## config.mk

```make
export PLATFORM = sky130hd
export DESIGN_NAME = ps2_keyboard_controller_flat
export DESIGN_NICKNAME = d
export VERILOG_FILES = /design/src/rtl/ps2_pkg.sv /design/src/rtl/ps2_keyboard_controller_if.sv /design/src/rtl/ps2_frame_rx.sv /design/src/rtl/ps2_keyboard_controller.sv /design/src/flat_wrapper.sv
export SDC_FILE = /design/constraint.sdc
export NUM_CORES = 1
export LEC_CHECK = 0
export ABC_AREA = 0
export ABC_CLOCK_PERIOD_IN_PS = 3100
export BUFFER_PORTS_ARGS = -buffer_cell sky130_fd_sc_hd__buf_2
export CAP_MARGIN = 20
export CORE_ASPECT_RATIO = 1.4
export CORE_MARGIN = 3
export CORE_UTILIZATION = 54
export CTS_CLUSTER_DIAMETER = 120
export CTS_CLUSTER_SIZE = 12
export DETAILED_ROUTE_END_ITERATION = 10
export GPL_TIMING_DRIVEN = 0
export PLACE_DENSITY_LB_ADDON = 0.3
export SETUP_SLACK_MARGIN = 0.5
export SYNTH_ARGS = -nofsm -noshare
export SYNTH_HDL_FRONTEND = slang
export SYNTH_SLANG_ARGS = --single-unit
export TNS_END_PERCENT = 5
```

## constraint.sdc

```tcl
create_clock -name clk -period 3.1 [get_ports clk]
set_input_delay 0.465 -clock clk [delete_from_list [all_inputs] [get_ports clk]]
set_output_delay 0.465 -clock clk [all_outputs]
set_load 0.01 [all_outputs]
```

## src/rtl/ps2_pkg.sv

```systemverilog
`default_nettype none
// ============================================================================
//  Module      : ps2_pkg
//  Description : Shared definitions for the PS/2 keyboard controller.
//                Register offsets (word index = address[3:2]), status bit
//                positions, frame receiver state type and scancode type.
//                IRQ_PS2 is the interrupt line number this block drives.
//  Revision    : 1.0 - initial release
// ============================================================================
package ps2_pkg;

    // Word offsets decoded from bus_address[3:2]
    localparam logic [1:0] PS2_REG_STATUS = 2'd0;
    localparam logic [1:0] PS2_REG_DATA   = 2'd1;
    localparam logic [1:0] PS2_REG_CTRL   = 2'd2;

    // STATUS register bit positions
    localparam int PS2_ST_RX_VALID  = 0;
    localparam int PS2_ST_ERROR     = 1;
    localparam int PS2_ST_OVERFLOW  = 2;
    localparam int PS2_ST_TIMEOUT   = 3;
    localparam int PS2_ST_COUNT_LSB = 8;

    // Interrupt line number used by the system bus for this peripheral
    localparam int IRQ_PS2 = 4;

    typedef enum logic [1:0] {
        PS2_IDLE   = 2'd0,
        PS2_DATA   = 2'd1,
        PS2_PARITY = 2'd2,
        PS2_STOP   = 2'd3
    } Ps2State_t;

    typedef logic [7:0] Scancode_t;

endpackage
`default_nettype wire

```

## src/rtl/ps2_keyboard_controller_if.sv

```systemverilog
`default_nettype none
// ============================================================================
//  Module      : ps2_keyboard_controller_if
//  Description : CPU data-bus bundle for memory-mapped peripherals.
//                master : CPU side, drives strobes/address/write data/mask
//                slave  : peripheral side, returns read data and stall
//  Revision    : 1.0 - initial release
// ============================================================================
interface ps2_keyboard_controller_if;
    logic        bus_read;
    logic        bus_write;
    logic [31:0] bus_address;
    logic [31:0] bus_data_wr;
    logic [3:0]  bus_mask;
    logic [31:0] bus_data_rd;
    logic        bus_stall;

    modport master (
        output bus_read, bus_write, bus_address, bus_data_wr, bus_mask,
        input  bus_data_rd, bus_stall
    );

    modport slave (
        input  bus_read, bus_write, bus_address, bus_data_wr, bus_mask,
        output bus_data_rd, bus_stall
    );
endinterface
`default_nettype wire

```

## src/rtl/ps2_frame_rx.sv

```systemverilog
`default_nettype none
// ============================================================================
//  Module      : ps2_frame_rx
//  Description : PS/2 device-to-host frame receiver. Synchronises ps2_clk and
//                ps2_data, detects falling clock edges, assembles the
//                11-bit frame (start, 8 data LSB-first, odd parity, stop) and
//                aborts stalled frames with a watchdog.
//                Optional glitch filter on the clock: PS2_GLITCH_FILTER_EN.
//  Ports       : clk, rst_n          - system clock, async active-low reset
//                i_ps2_clk/i_ps2_data - raw asynchronous PS/2 lines
//                o_byte/o_byte_valid - received scancode + one-cycle strobe
//                o_error             - one-cycle pulse, bad parity or stop
//                o_timeout           - one-cycle pulse, partial frame aborted
//  Revision    : 1.0 - initial release
// ============================================================================
module ps2_frame_rx
    import ps2_pkg::*;
#(
    parameter int TIMEOUT_CYCLES = 20000,
    parameter int FILTER_LEN     = 8
) (
    input  wire logic clk,
    input  wire logic rst_n,
    input  wire logic i_ps2_clk,
    input  wire logic i_ps2_data,
    output Scancode_t o_byte,
    output logic      o_byte_valid,
    output logic      o_error,
    output logic      o_timeout
);

    localparam int c_WDOG_W = $clog2(TIMEOUT_CYCLES + 1);

    logic r_clk_s1, r_clk_s2, r_dat_s1, r_dat_s2;
    logic r_clk_prev;
    logic w_clk_src;
    logic w_sample;

    Ps2State_t r_state, w_state_nxt;
    logic [2:0]          r_bitcnt;
    Scancode_t           r_shift;
    logic                r_parity;
    logic [c_WDOG_W-1:0] r_wdog;
    logic                w_timeout;

    // Two-flop synchronisers; reset to 1 to match an idle (pulled-up) line
    always_ff @(posedge clk or negedge rst_n) begin
        if (!rst_n) begin
            r_clk_s1 <= 1'b1;
            r_clk_s2 <= 1'b1;
            r_dat_s1 <= 1'b1;
            r_dat_s2 <= 1'b1;
        end else begin
            r_clk_s1 <= i_ps2_clk;
            r_clk_s2 <= r_clk_s1;
            r_dat_s1 <= i_ps2_data;
            r_dat_s2 <= r_dat_s1;
        end
    end

`ifdef PS2_GLITCH_FILTER_EN
    localparam int c_FILT_W = $clog2(FILTER_LEN + 1);

    logic [c_FILT_W-1:0] r_filt_cnt;
    logic                r_filt_clk;

    // Filtered clock follows the input only after FILTER_LEN consecutive
    // cycles at the new level; any bounce back restarts the count.
    always_ff @(posedge clk or negedge rst_n) begin
        if (!rst_n) begin
            r_filt_cnt <= '0;
            r_filt_clk <= 1'b1;
        end else if (r_clk_s2 == r_filt_clk) begin
            r_filt_cnt <= '0;
        end else if (r_filt_cnt == c_FILT_W'(FILTER_LEN - 1)) begin
            r_filt_cnt <= '0;
            r_filt_clk <= r_clk_s2;
        end else begin
            r_filt_cnt <= r_filt_cnt + 1'b1;
        end
    end

    assign w_clk_src = r_filt_clk;
`else
    assign w_clk_src = r_clk_s2;

    logic w_unused_filter;
    assign w_unused_filter = (FILTER_LEN != 0);
`endif

    always_ff @(posedge clk or negedge rst_n) begin
        if (!rst_n) r_clk_prev <= 1'b1;
        else        r_clk_prev <= w_clk_src;
    end

    assign w_sample = r_clk_prev & ~w_clk_src;
    assign o_byte   = r_shift;

    // State register
    always_ff @(posedge clk or negedge rst_n) begin
        if (!rst_n) r_state <= PS2_IDLE;
        else        r_state <= w_state_nxt;
    end

    // Next state and strobes. A sample clears the watchdog, so a timeout
    // can only fire in a cycle without a sample.
    always_comb begin
        w_state_nxt  = r_state;
        o_byte_valid = 1'b0;
        o_error      = 1'b0;
        o_timeout    = 1'b0;
        w_timeout    = (r_state != PS2_IDLE) && !w_sample &&
                       (r_wdog == c_WDOG_W'(TIMEOUT_CYCLES - 1));
        if (w_timeout) begin
            w_state_nxt = PS2_IDLE;
            o_timeout   = 1'b1;
        end else if (w_sample) begin
            case (r_state)
                PS2_IDLE:   if (!r_dat_s2) w_state_nxt = PS2_DATA;
                PS2_DATA:   if (r_bitcnt == 3'd7) w_state_nxt = PS2_PARITY;
                PS2_PARITY: w_state_nxt = PS2_STOP;
                PS2_STOP: begin
                    w_state_nxt = PS2_IDLE;
                    // Odd parity over data+parity, and stop bit must be 1
                    if (r_dat_s2 && (^{r_shift, r_parity})) o_byte_valid = 1'b1;
                    else                                    o_error      = 1'b1;
                end
                default:    w_state_nxt = PS2_IDLE;
            endcase
        end
    end

    // Frame datapath and watchdog
    always_ff @(posedge clk or negedge rst_n) begin
        if (!rst_n) begin
            r_bitcnt <= '0;
            r_shift  <= '0;
            r_parity <= 1'b0;
            r_wdog   <= '0;
        end else begin
            if (w_sample || w_timeout || (r_state == PS2_IDLE)) r_wdog <= '0;
            else                                              r_wdog <= r_wdog + 1'b1;

            if (w_sample) begin
                case (r_state)
                    PS2_IDLE:   r_bitcnt <= '0;
                    PS2_DATA: begin
                        r_shift  <= {r_dat_s2, r_shift[7:1]};
                        r_bitcnt <= r_bitcnt + 1'b1;
                    end
                    PS2_PARITY: r_parity <= r_dat_s2;
                    default: ;
                endcase
            end
        end
    end

endmodule
`default_nettype wire

```

## src/rtl/ps2_keyboard_controller.sv

```systemverilog
`default_nettype none
// ============================================================================
//  Module      : ps2_keyboard_controller
//  Description : Memory-mapped PS/2 keyboard controller. Buffers received
//                scancodes in a FIFO and exposes STATUS (0x0), DATA (0x4)
//                and CTRL (0x8) registers. Optional clock glitch filter in
//                the receiver is enabled by defining PS2_GLITCH_FILTER_EN.
//  Ports       : clk, rst_n     - system clock, async active-low reset
//                bus (slave)    - CPU data bus; reads are combinational,
//                                 DATA read pops on the clock edge
//                i_ps2_clk/data - raw PS/2 lines
//                o_interrupt    - registered irq_en & rx_valid
//  Revision    : 1.0 - initial release
// ============================================================================
module ps2_keyboard_controller
    import ps2_pkg::*;
#(
    parameter int FIFO_DEPTH     = 8,
    parameter int TIMEOUT_CYCLES = 20000,
    parameter int FILTER_LEN     = 8
) (
    input  wire logic                 clk,
    input  wire logic                 rst_n,
    ps2_keyboard_controller_if.slave  bus,
    input  wire logic                 i_ps2_clk,
    input  wire logic                 i_ps2_data,
    output logic                      o_interrupt
);

    localparam int c_PTR_W = $clog2(FIFO_DEPTH);
    localparam int c_CNT_W = c_PTR_W + 1;

    Scancode_t w_rx_byte;
    logic      w_rx_valid, w_rx_err, w_rx_tmo;

    ps2_frame_rx #(
        .TIMEOUT_CYCLES (TIMEOUT_CYCLES),
        .FILTER_LEN     (FILTER_LEN)
    ) u_frame_rx (
        .clk          (clk),
        .rst_n        (rst_n),
        .i_ps2_clk    (i_ps2_clk),
        .i_ps2_data   (i_ps2_data),
        .o_byte       (w_rx_byte),
        .o_byte_valid (w_rx_valid),
        .o_error      (w_rx_err),
        .o_timeout    (w_rx_tmo)
    );

    Scancode_t            r_mem [FIFO_DEPTH];
    logic [c_PTR_W-1:0]   r_wptr, r_rptr;
    logic [c_CNT_W-1:0]   r_count;
    logic                 r_err, r_ovf, r_tmo, r_irq_en;

    logic [1:0]  w_sel;
    logic        w_empty, w_full, w_pop, w_push, w_ovf_set, w_status_wr;
    logic [31:0] w_rd;

    assign w_sel       = bus.bus_address[3:2];
    assign w_empty     = (r_count == '0);
    assign w_full      = (r_count == c_CNT_W'(FIFO_DEPTH));
    assign w_pop       = bus.bus_read && (w_sel == PS2_REG_DATA) && !w_empty;
    // A pop on the same edge frees a slot, so a push into a full FIFO still lands
    assign w_push      = w_rx_valid && (!w_full || w_pop);
    assign w_ovf_set   = w_rx_valid && w_full && !w_pop;
    assign w_status_wr = bus.bus_write && (w_sel == PS2_REG_STATUS);

    always_ff @(posedge clk) begin
        if (w_push) r_mem[r_wptr] <= w_rx_byte;
    end

    always_ff @(posedge clk or negedge rst_n) begin
        if (!rst_n) begin
            r_wptr      <= '0;
            r_rptr      <= '0;
            r_count     <= '0;
            r_err       <= 1'b0;
            r_ovf       <= 1'b0;
            r_tmo       <= 1'b0;
            r_irq_en    <= 1'b0;
            o_interrupt <= 1'b0;
        end else begin
            if (w_push) r_wptr <= r_wptr + 1'b1;
            if (w_pop)  r_rptr <= r_rptr + 1'b1;
            case ({w_push, w_pop})
                2'b10:   r_count <= r_count + 1'b1;
                2'b01:   r_count <= r_count - 1'b1;
                default: r_count <= r_count;
            endcase

            // Set events take priority over write-1-to-clear
            r_err <= w_rx_err  | (r_err & ~(w_status_wr & bus.bus_data_wr[PS2_ST_ERROR]));
            r_ovf <= w_ovf_set | (r_ovf & ~(w_status_wr & bus.bus_data_wr[PS2_ST_OVERFLOW]));
            r_tmo <= w_rx_tmo  | (r_tmo & ~(w_status_wr & bus.bus_data_wr[PS2_ST_TIMEOUT]));

            if (bus.bus_write && (w_sel == PS2_REG_CTRL)) r_irq_en <= bus.bus_data_wr[0];

            o_interrupt <= r_irq_en & ~w_empty;
        end
    end

    always_comb begin
        w_rd = '0;
        if (bus.bus_read) begin
            case (w_sel)
                PS2_REG_STATUS: begin
                    w_rd[PS2_ST_RX_VALID] = ~w_empty;
                    w_rd[PS2_ST_ERROR]    = r_err;
                    w_rd[PS2_ST_OVERFLOW] = r_ovf;
                    w_rd[PS2_ST_TIMEOUT]  = r_tmo;
                    w_rd[PS2_ST_COUNT_LSB +: 8] = 8'(r_count);
                end
                PS2_REG_DATA: if (!w_empty) w_rd[7:0] = r_mem[r_rptr];
                PS2_REG_CTRL: w_rd[0] = r_irq_en;
                default:      w_rd = '0;
            endcase
        end
    end

    assign bus.bus_data_rd = w_rd;
    assign bus.bus_stall   = 1'b0;

    logic w_unused_bus;
    assign w_unused_bus = &{1'b0, bus.bus_mask, bus.bus_address[31:4],
                            bus.bus_address[1:0], bus.bus_data_wr[31:4]};

endmodule
`default_nettype wire

```

## src/flat_wrapper.sv

```systemverilog
// flat-port wrapper written by rule: the top's interface ports become plain ports
module ps2_keyboard_controller_flat import ps2_pkg::*;
#(
    parameter int FIFO_DEPTH     = 8,
    parameter int TIMEOUT_CYCLES = 20000,
    parameter int FILTER_LEN     = 8
)
  (clk, rst_n, i_ps2_clk, i_ps2_data, o_interrupt, bus_bus_read, bus_bus_write, bus_bus_address, bus_bus_data_wr, bus_bus_mask, bus_bus_data_rd, bus_bus_stall);
  ps2_keyboard_controller_if bus_i ();
  input  wire logic clk;
  input  wire logic rst_n;
  input  wire logic i_ps2_clk;
  input  wire logic i_ps2_data;
  output logic o_interrupt;
  input wire logic [$bits(bus_i.bus_read)-1:0] bus_bus_read;
  input wire logic [$bits(bus_i.bus_write)-1:0] bus_bus_write;
  input wire logic [$bits(bus_i.bus_address)-1:0] bus_bus_address;
  input wire logic [$bits(bus_i.bus_data_wr)-1:0] bus_bus_data_wr;
  input wire logic [$bits(bus_i.bus_mask)-1:0] bus_bus_mask;
  output wire logic [$bits(bus_i.bus_data_rd)-1:0] bus_bus_data_rd;
  output wire logic [$bits(bus_i.bus_stall)-1:0] bus_bus_stall;
  assign bus_i.bus_read = bus_bus_read;
  assign bus_i.bus_write = bus_bus_write;
  assign bus_i.bus_address = bus_bus_address;
  assign bus_i.bus_data_wr = bus_bus_data_wr;
  assign bus_i.bus_mask = bus_bus_mask;
  assign bus_bus_data_rd = bus_i.bus_data_rd;
  assign bus_bus_stall = bus_i.bus_stall;
  ps2_keyboard_controller #(.FIFO_DEPTH(FIFO_DEPTH), .TIMEOUT_CYCLES(TIMEOUT_CYCLES), .FILTER_LEN(FILTER_LEN)) u_core (.clk(clk), .rst_n(rst_n), .bus(bus_i), .i_ps2_clk(i_ps2_clk), .i_ps2_data(i_ps2_data), .o_interrupt(o_interrupt));
endmodule
```

==> flow_summary.ini <==
[cts]
clk_root_buffer_cell = clkbuf_16
clk_path_buf_depth = 2
cts_tree = built
clock_sinks = 113
insertion_delay_ns = 0.40
cts_inserted_buffers = 17
htreeDepth = 4
path_clk_slew_ns = 0.05

[placement]
hpwl_um = 6070
routabilityCongestion = 0.768
portBuffers = 24

[power_and_ir_drop]
leakage_uw = 0.00257
power_uw = 5390
power.switching_uw = 1520
power_frac_seq = 0.386
pwr-share-comb = 0.276
peakVddDrop_mv = 0.512
p_int_uw = 3870
power.density_nw_per_um2 = 861
swShare = 0.282
power_frac_clock = 0.338

[logic_synthesis]
async_reset_ff_frac = 0.434
synthCells = 352
netlist.area_leader.share = 0.381
synth_seq_cells = 113
synth_commonest_cells = edfxtp_1 (64), dfrtp_1 (44), nand2_1 (33), nor2_1 (28), buf_4 (21)
synth.avg_cell_area_um2 = 14.3
synth_edf_count = 64
yosysSeqAreaShare = 0.625
ys_top_cells_by_area = edfxtp_1 (38%), dfrtp_1 (22%), mux4_2 (7.1%), buf_4 (3.1%), ha_1 (2.7%)
synthDistinctLibCells = 42
mappedNetlistArea_um2 = 5050
yosysTopAreaCell = edfxtp_1
synth_ff_type = edfxtp_1
yosysWarningCount = 0
synth.most_common_cell = edfxtp_1

[job]
maxCapViolCount = 0

[detailed_routing]
drt_iter0_drc = 145
drt_wl_total_um = 9380
vias_per_cell = 5.40
drc = 0
wl_per_cell_um = 17.0
first_pass_iters = 4
vias = 2986
ant_nets = 0

[cells_and_area]
multi_input_area_um2 = 1860
fin_util = 0.690
drive_gt1_frac = 0.350
fill_cells = 616
fin_nets = 519
area_growth_pct = 24.0
antenna_cells = 0
regArea_um2 = 3160

[critical_path]
start_kind = register
worstPathRequired_ns = 3.39
r2r_slack_ns = 0.48
crit_path_end_kind = register
r2r_start = u_core.u_frame_rx.o_byte[7]$_DFFE_PN0P_
critPathMaxFanout = 7
worst-r2r-cell-count = 11
critPathKind = reg2reg
critPathArrivalTime_ns = 2.91
r2r-end = u_core.r_count[3]$_DFFE_PN0P_

[sta]
maxSlewViolCount = 0
finalSetupViolCount = 0
fmax_mhz = 382
rsz0062_at_grt = true
tightest_slew_ns = 0.767
finalHoldViolations = 0
slew_headroom = 0.489
fin_crit_sh = 0.844
skew_ns = 0.00699
min_period_ns = 2.62
fin_setup_tns_ns = 0

[hold_path]
hold_depth = 1
hp-start = i_ps2_data
hold_end = u_core.u_frame_rx.r_dat_s1$_DFF_PN1_
hold_class = in2reg

[global_routing]
antenna_found_initial = 0
grt_usage = 0.194
grt_pass1_vias = 2915
grt_max_degree = 50
gr-max-usage-layer = met2
met3_usage = 0.0648
grt_pass1_wl_um = 14800
grt_overflow_total = 0
gr-usage-met2 = 0.337
met1_usage = 0.221

[die]
die_w_um = 87.7
num_rows = 41
pin_count = 108
die_h_um = 120
die_area_um2 = 10600
core_area_um2 = 9080
start_util = 0.556

[status]
status = finished clean
-- cell usage in the layout, fill, tap and decap left out, types with 8 or more instances in the layout --
master and n:
mux2_2 11, inv_1 8, conb_1 21, dfrtp_1 36, xor2_1 10, mux2i_1 11, o21ai_0 9, clkbuf_16 18
edfxtp_1 64, xnor2_1 12, mux4_2 16, buf_2 25, nand2_1 32, dfrtp_2 8, ha_1 10, buf_4 37
nor2_1 25
-- worst max-delay path by stage --
| stage | startpoint | end | cells after the start |
|---|---|---|---|
| 6_report | u_core.u_frame_rx.o_byte[7]$_DFFE_PN0P_ | u_core.r_count[3]$_DFFE_PN0P_ | 11 |
| 3_3_place_gp | u_core.u_frame_rx.o_byte[0]$_DFFE_PN0P_ | u_core.r_mem[1][7]$_DFFE_PP_ | 5 |
| 5_1_grt | u_core.u_frame_rx.o_byte[7]$_DFFE_PN0P_ | u_core.r_count[3]$_DFFE_PN0P_ | 11 |
| 4_1_cts | u_core.u_frame_rx.o_byte[1]$_DFFE_PN0P_ | u_core.r_mem[4][3]$_DFFE_PP_ | 6 |
| 2_1_floorplan | u_core.u_frame_rx.o_byte[1]$_DFFE_PN0P_ | u_core.r_mem[1][0]$_DFFE_PP_ | 5 |
| 3_5_place_dp | u_core.u_frame_rx.o_byte[0]$_DFFE_PN0P_ | u_core.r_mem[4][5]$_DFFE_PP_ | 6 |
-- power groups by stage --
stage / clock network [µW] / registers (µW) / logic, µW
floorplan: 0 / 2030 / 1020
global placement: 0 / 2080 / 1230
detailed placement: 0 / 2100 / 1260
CTS: 1850 / 2080 / 1420
global route: 1910 / 2110 / 1650
finish: 1820 / 2080 / 1490
-- metrics by stage --
step / instances / worst slack, ns / hold slack (ns) / instance area (µm²)
global placement: 503 / -0.278 / 0.346 / 5380
detailed placement: 506 / -0.135 / 0.350 / 5420
floorplan: 372 / 0.489 / 0.169 / 5130
CTS: 545 / 0.461 / 0.143 / 6140
finish: 553 / 0.483 / 0.159 / 6260
global route: 553 / 0.347 / 0.140 / 6260
-- registers in the layout, summed over array words and instances (netlist names) --
register and count:
u_core.u_frame_rx.r_clk_prev 1, u_core.u_frame_rx.o_byte 8, u_core.u_frame_rx.r_clk_s1 1, u_core.r_wptr 3
u_core.u_frame_rx.r_bitcnt 3, u_core.u_frame_rx.r_dat_s1 1, u_core.r_rptr 3, u_core.o_interrupt 1
u_core.r_err 1, u_core.u_frame_rx.r_state 2, u_core.r_mem 64, u_core.u_frame_rx.r_clk_s2 1
u_core.u_frame_rx.r_dat_s2 1, u_core.u_frame_rx.r_parity 1, u_core.r_count 4, u_core.u_frame_rx.r_wdog 15
u_core.r_ovf 1, u_core.r_tmo 1, u_core.r_irq_en 1
-- worst max-delay path, cell delays in order (launching register included) --
cell,delay (ns)
dfrtp_2,0.45
xnor2_2,0.18
xnor3_2,0.48
mux2i_4,0.28
nand2b_4,0.18
inv_1,0.08
ha_4,0.21
a21o_1,0.16
a21oi_2,0.12
and2_1,0.14
mux2i_1,0.08
xnor2_1,0.13
-- timing repair --
| item | in CTS | in global routing |
|---|---|---|
| setup buffers | 7 | 6 |
| gates resized for setup | 31 | 7 |
| pin swaps | 1 | 7 |
| setup endpoints to repair | 74 | 62 |
| hold buffers | 0 | 1 |
| endpoints found under the hold margin | 0 | 7 |
-- per-layer routing --
layer	routed length, µm	up-vias
li1	-	1409
met1	3620	1510
met2	5330	58
met3	320	9
met4	116	0
met5	0	-
-- cell families after synthesis --
logic type | synth area share
DFF | 0.625
and+or+nand+nor | 0.0991
muxes | 0.122
buffers and inverters | 0.0446
xor gates and xnor gates | 0.0508
AOI/OAI and AO/OA | 0.0265
adders and majority gates | 0.0312
other | 0.000743
-- final cells by class --
| cell class | instances | share of cell area |
|---|---|---|
| Clock buffer | 27 | 0.0837 |
| Multi-Input combinational cell | 221 | 0.297 |
| Sequential cell | 113 | 0.505 |
| Buffer | 30 | 0.0362 |
| Clock inverter | 5 | 0.00799 |
| Tap cell | 107 | 0.0214 |
| Timing Repair Buffer | 42 | 0.0432 |
| Inverter | 8 | 0.00480 |
No activity file was read; power rests on OpenSTA's default activity.
